[src/rtl/rx_pkg.sv]
// rx_pkg: shared FSM encoding, default sizes and the saturating magnitude function
package rx_pkg;
    typedef enum logic [1:0] {IDLE, SCAN, CLOSE} state_t;
    localparam int N_CH_DEF   = 16;
    localparam int CORR_W_DEF = 41;
    localparam int WINDOW_DEF = 2048;
    // |x| of the low w bits of x taken as signed; the most-negative value saturates to 2^(w-1)-1
    function automatic logic [63:0] abs_sat(input logic [63:0] x, input int w);
        logic [63:0] m, half, v, n;
        m    = (64'd1 << w) - 64'd1;
        half = 64'd1 << (w - 1);
        v    = x & m;
        n    = (~v + 64'd1) & m;
        return (v & half) == 64'd0 ? v : (n == half ? half - 64'd1 : n);
    endfunction
endpackage

[src/rtl/rx_abs_sat.sv]
// rx_abs_sat: combinational saturating magnitude of a signed CORR_W-bit value
//  x    in  CORR_W  signed input
//  mag  out CORR_W  unsigned magnitude, never exceeds 2^(CORR_W-1)-1
module rx_abs_sat
    import rx_pkg::*;
#(
    parameter int CORR_W = CORR_W_DEF
) (
    input  logic signed [CORR_W-1:0] x,
    output logic        [CORR_W-1:0] mag
);
    assign mag = CORR_W'(abs_sat(64'(x), CORR_W));
endmodule

[src/rtl/rx_corr_peak_detector.sv]
// rx_corr_peak_detector: windowed peak search over N_CH correlator outputs with valid/ready report
//  crx_clk        clock
//  rrx_rst        asynchronous reset, active-low
//  erx_en         enable; low aborts the current window on the next edge
//  icorr_results  N_CH flattened signed results, captured on icorr_trig
//  icorr_trig     one-cycle sample strobe
//  ithreshold     minimum reported magnitude (only with RX_PEAK_THRESH_EN)
//  ipeak_ready    consumer accepts the report
//  opeak_*        report: valid, channel, magnitude, sample index in window
//  obusy          scan in progress
//  ooverrun       sticky: a trigger or a report was dropped
// Build option: define RX_PEAK_THRESH_EN to add ithreshold and suppress weak windows.
module rx_corr_peak_detector
    import rx_pkg::*;
#(
    parameter  int N_CH   = N_CH_DEF,
    parameter  int CORR_W = CORR_W_DEF,
    parameter  int WINDOW = WINDOW_DEF,
    localparam int CH_W   = $clog2(N_CH),
    localparam int IDX_W  = $clog2(WINDOW)
) (
    input  logic                   crx_clk,
    input  logic                   rrx_rst,
    input  logic                   erx_en,
    input  logic [N_CH*CORR_W-1:0] icorr_results,
    input  logic                   icorr_trig,
`ifdef RX_PEAK_THRESH_EN
    input  logic [CORR_W-1:0]      ithreshold,
`endif
    input  logic                   ipeak_ready,
    output logic                   opeak_valid,
    output logic [CH_W-1:0]        opeak_ch,
    output logic [CORR_W-1:0]      opeak_mag,
    output logic [IDX_W-1:0]       opeak_idx,
    output logic                   obusy,
    output logic                   ooverrun
);
    state_t                 state, nxt;
    logic [N_CH*CORR_W-1:0] bank;
    logic [CH_W-1:0]        ch_ptr, run_ch;
    logic [IDX_W-1:0]       cnt, run_idx;
    logic [CORR_W-1:0]      run_max, mag;
    logic                   last_ch, win_end, pass;

    rx_abs_sat #(.CORR_W(CORR_W)) u_abs (
        .x   (bank[ch_ptr*CORR_W +: CORR_W]),
        .mag (mag)
    );

    assign last_ch = ch_ptr == CH_W'(N_CH - 1);
    assign win_end = cnt == IDX_W'(WINDOW - 1);
    assign obusy   = state != IDLE;
`ifdef RX_PEAK_THRESH_EN
    assign pass = run_max >= ithreshold;
`else
    assign pass = 1'b1;
`endif

    always_ff @(posedge crx_clk or negedge rrx_rst) begin
        if (!rrx_rst) state <= IDLE;
        else          state <= nxt;
    end

    always_comb begin
        nxt = state;
        case (state)
            IDLE:    nxt = icorr_trig ? SCAN : IDLE;
            SCAN:    nxt = last_ch ? CLOSE : SCAN;
            CLOSE:   nxt = IDLE;
            default: nxt = IDLE;
        endcase
        if (!erx_en) nxt = IDLE;
    end

    always_ff @(posedge crx_clk or negedge rrx_rst) begin
        if (!rrx_rst) begin
            bank        <= '0;
            ch_ptr      <= '0;
            cnt         <= '0;
            run_max     <= '0;
            run_ch      <= '0;
            run_idx     <= '0;
            opeak_valid <= 1'b0;
            opeak_ch    <= '0;
            opeak_mag   <= '0;
            opeak_idx   <= '0;
            ooverrun    <= 1'b0;
        end else if (!erx_en) begin
            ch_ptr      <= '0;
            cnt         <= '0;
            run_max     <= '0;
            run_ch      <= '0;
            run_idx     <= '0;
            opeak_valid <= 1'b0;
        end else begin
            if (opeak_valid && ipeak_ready) opeak_valid <= 1'b0;
            // triggers arriving outside IDLE are dropped without touching cnt
            if (icorr_trig && state != IDLE) ooverrun <= 1'b1;
            case (state)
                IDLE: begin
                    if (icorr_trig) begin
                        bank   <= icorr_results;
                        ch_ptr <= '0;
                    end
                end
                SCAN: begin
                    ch_ptr <= ch_ptr + 1'b1;
                    // strictly greater keeps the earliest sample and lowest channel on ties
                    if (mag > run_max) begin
                        run_max <= mag;
                        run_ch  <= ch_ptr;
                        run_idx <= cnt;
                    end
                end
                CLOSE: begin
                    if (win_end) begin
                        cnt     <= '0;
                        run_max <= '0;
                        run_ch  <= '0;
                        run_idx <= '0;
                        if (pass) begin
                            // a pending report not consumed this edge wins; the new one is lost
                            if (!opeak_valid || ipeak_ready) begin
                                opeak_valid <= 1'b1;
                                opeak_ch    <= run_ch;
                                opeak_mag   <= run_max;
                                opeak_idx   <= run_idx;
                            end else begin
                                ooverrun <= 1'b1;
                            end
                        end
                    end else begin
                        cnt <= cnt + 1'b1;
                    end
                end
                default: ;
            endcase
        end
    end
endmodule

[config.mk]
export PLATFORM = sky130hd
export DESIGN_NAME = rx_corr_peak_detector
export DESIGN_NICKNAME = d
export VERILOG_FILES = /design/src/rtl/rx_pkg.sv /design/src/rtl/rx_abs_sat.sv /design/src/rtl/rx_corr_peak_detector.sv
export SDC_FILE = /design/constraint.sdc
export NUM_CORES = 2
export LEC_CHECK = 0
export ABC_CLOCK_PERIOD_IN_PS = 6800
export BUFFER_PORTS_ARGS = -buffer_cell sky130_fd_sc_hd__buf_2
export CAP_MARGIN = 25
export CORE_ASPECT_RATIO = 0.9
export CORE_MARGIN = 2
export CORE_UTILIZATION = 50
export DETAILED_ROUTE_END_ITERATION = 10
export PLACE_DENSITY_LB_ADDON = 0.15
export SYNTH_ARGS = -nofsm -noshare
export SYNTH_HDL_FRONTEND = slang
export SYNTH_SLANG_ARGS = --single-unit
[constraint.sdc]
create_clock -name crx_clk -period 6.8 [get_ports crx_clk]
set_clock_uncertainty 0.2 [all_clocks]
set_input_delay 1.02 -clock crx_clk [delete_from_list [all_inputs] [get_ports crx_clk]]
set_output_delay 1.02 -clock crx_clk [all_outputs]
set_load 0.005 [all_outputs]
==> results.yml <==
place:
  place_area_um2: 42300
  port_buffers: 719
  gp_congestion: 0.912
  place_hpwl_um: 87900
  dp_cells: 4226
drt:
  wl_per_cell_um: 26.2
  drt_iter0_markers: 2040
  wirelength_um: 117000
  firstDrtPassIters: 5
  dr_total_vias: 25900
  via_per_inst: 5.83
  drc: 0
  final_antenna_net_count: 0
critical_path:
  worstReg2RegStart: "ch_ptr[0]$_DFFE_PN0P_"
  cp-endpoint: "run_max[28]$_DFFE_PN0P_"
  setup.worst_path.start: "ch_ptr[0]$_DFFE_PN0P_"
  startpoint_type: "flip-flop"
  critical_path_class: "reg2reg"
  arrival_ns: 6.85
  cp_max_fo: 9
  rr_endpoint: "run_max[28]$_DFFE_PN0P_"
  r2r.worst_path.cells: 22
  cp-end-kind: "flip-flop"
  reg2reg_slack_ns: 0.26
  cp_data_required_time_ns: 7.11
synthesis:
  synth_area_um2: 36700
  synthArstFlopShare_pct: 100
  syn_avg_cell_area_um2: 14.4
  netlist_instances: 2549
  synth_seq_area_share_pct: 53.7
  synthesis.nets: 3254
  ys_ff_latch: 787
  synth_ff_type: "dfrtp_1"
  synth_cell_types: 68
  yosysWarnings: 0
  synth_edf_count: 0
sta:
  max_slew_margin_pct: 21.2
  hold_viol_final: 0
  fmax_ghz: 0.153
  post-route-period-util_pct: 96.2
  slew_viol_final: 0
  period_needed_ns: 6.54
  worst_pin_slew_ns: 1.18
  setup_viol: 0
  finalSetupTns_ns: 0
clocking:
  clk-insertion-delay-late_ns: 0.65
  postCtsHoldBufs: 0
  cts_max_path_buffers: 3
  cts_made_buffers: 83
  numClockSinks: 787
  root_buffer: "clkbuf_16"
  htree_num_levels: 3
  cts_tree: "yes"
  clk_pin_slew_ns: 0.06
final_layout:
  final_cells: 4441
  layout_common_cells: "dfrtp_1, buf_2, mux2_2, buf_4, mux4_2"
  fin_util_pct: 62.7
  fillers: 5656
  drive_above_1_share_pct: 56.7
  area_delta_synth_final_pct: 24.6
  nNetsFinal: 4081
  finalInstanceArea_um2: 45700
  final_common_cell: "dfrtp_1"
global_routing:
  grtUsageTotal_pct: 30.4
  grt_overflow: 0
  grt_pass1_wl_um: 170000
  grt_pass1_vias: 26800
  antenna_found_initial: 68
  grt_max_degree: 189
pwr:
  p_int_mw: 10.2
  net-switching-power_mw: 3.97
  leakage_nw: 20.2
  netSwitchingFraction_pct: 28.1
  p_total_mw: 14.1
  pwr-share-clk_pct: 33.8
  p_per_area_nw_per_um2: 309
  vdd_drop_max_mv: 0.207
  pwr-share-comb_pct: 23.2
  seq_power_share_pct: 43.0
floorplanning:
  top_level_ports: 720
  die_area_um2: 75600
  row_count: 94
  die_width_um: 290
  start_util_pct: 50.3
  core_um2: 72900
  die_h_um: 261
run:
  cap_violations: 0
hold_path:
  hold_path.class: "in2async"
status:
  outcome: "completed"
==> worst min path at each step <==
stage	startpoint	to	slack, ns	depth (start not counted)
floorplan	run_ch[3]$_DFFE_PN0P_	run_ch[3]$_DFFE_PN0P_	0.24	2
global placement	ooverrun$_DFFE_PN0P_	ooverrun$_DFFE_PN0P_	0.28	2
detailed placement	run_idx[2]$_DFFE_PN0P_	run_idx[2]$_DFFE_PN0P_	0.29	1
CTS	rrx_rst	bank[635]$_DFFE_PN0P_	0.17	1
global route	rrx_rst	bank[594]$_DFFE_PN0P_	0.19	1
finish	rrx_rst	bank[635]$_DFFE_PN0P_	0.18	1
==> kinds of logic after synthesis <==
logic type,count (synthesis),share of synthesized area (%)
simple gates,325,4.44
xor+xnor,11,0.263
fa+ha+maj,44,1.50
compound gates,269,5.57
buf+inv,215,2.52
mux,898,32.0
flops,787,53.7
==> power by group through the flow <==
stage | clock, mW | combinational [mW] | sequential (mW)
2_1_floorplan | 0 | 2.06 | 5.90
3_3_place_gp | 0 | 3.12 | 6.10
3_5_place_dp | 0 | 3.19 | 6.15
4_1_cts | 4.86 | 3.22 | 6.07
5_1_grt | 5.05 | 3.56 | 6.17
6_report | 4.78 | 3.27 | 6.08
==> state kept, by name, indices dropped and copies added, names as in the netlist <==
signal and cells:
run_idx 11, opeak_valid 1, run_max 41, run_ch 4, bank 656, cnt 11, opeak_idx 11, opeak_ch 4
ooverrun 1, ch_ptr 4, state 2, opeak_mag 41
==> synthesized netlist by cell type (8+ instances only) <==
cell | number | area (µm²)
a21o_1 | 12 | 90.1
a21oi_1 | 16 | 80.1
a221oi_1 | 21 | 184
a22o_1 | 45 | 394
a22oi_1 | 54 | 405
a31oi_1 | 8 | 50.1
and2_1 | 13 | 81.3
and3_1 | 12 | 75.1
buf_1 | 9 | 33.8
buf_2 | 14 | 70.1
buf_6 | 9 | 101
clkbuf_1 | 126 | 473
dfrtp_1 | 787 | 19700
ha_1 | 44 | 551
inv_1 | 50 | 188
mux2_2 | 715 | 8050
mux2i_1 | 35 | 350
mux4_2 | 143 | 3220
nand2_1 | 102 | 383
nand3_1 | 30 | 150
nand4_1 | 27 | 169
nor2_1 | 59 | 221
nor2b_1 | 11 | 68.8
nor3_1 | 17 | 85.1
nor4_1 | 13 | 81.3
o21ai_0 | 41 | 205
o31ai_1 | 12 | 90.1
==> final cells by class <==
| class | count | area, µm² | share of cell area (%) |
|---|---|---|---|
| inverters | 50 | 188 | 0.411 |
| well taps | 960 | 1200 | 2.63 |
| clock buffers | 122 | 2410 | 5.28 |
| diodes | 41 | 103 | 0.224 |
| clock inverters | 27 | 469 | 1.03 |
| repair buffers | 907 | 5350 | 11.7 |
| flip-flops and latches | 787 | 19700 | 43.1 |
| multi-input cells | 1547 | 16300 | 35.6 |
==> stage by stage <==
| step | setup WS (ns) | hold WS [ns] |
|---|---|---|
| final | 0.260 | 0.177 |
| after global routing | -0.0216 | 0.190 |
| after CTS | 0.000936 | 0.174 |
| after detailed placement | -0.303 | 0.286 |
| after global placement | -0.244 | 0.279 |
| after floorplan | 0.204 | 0.244 |
==> layer usage <==
| layer | global-route usage [%] | up-vias | wire [µm] |
|---|---|---|---|
| met1 | 42.0 | 13500 | 49700 |
| met5 | 0 | - | 267 |
| met2 | 48.3 | 846 | 56100 |
| met3 | 6.71 | 218 | 7310 |
| li1 | - | 11300 | - |
| met4 | 9.27 | 42 | 3230 |
==> worst max-delay path, stage by stage, from the launching register on <==
cell and delay (ns):
dfrtp_4 0.50, buf_6 0.16, buf_12 0.15, mux4_2 0.59, a22oi_2 0.34, nand2_1 0.12
or3_1 0.36, or4_4 0.59, or4_4 0.44, buf_4 0.15, or2_1 0.31, a211oi_4 0.27
ha_1 0.29, nand4_1 0.14, nor2_1 0.08, a221o_1 0.34, a221oi_2 0.28, o211ai_1 0.14
o21ai_1 0.19, buf_4 0.17, nor2_4 0.05, and3_1 0.23, a211o_1 0.28
==> what timing repair did <==
item | CTS | global route
buffers inserted | 3 | 19
cloned | 0 | 2
pin swaps | 0 | 3
gates resized for setup | 10 | 29
setup endpoints to repair | 56 | 56
Power figures use the tool's default switching activity.
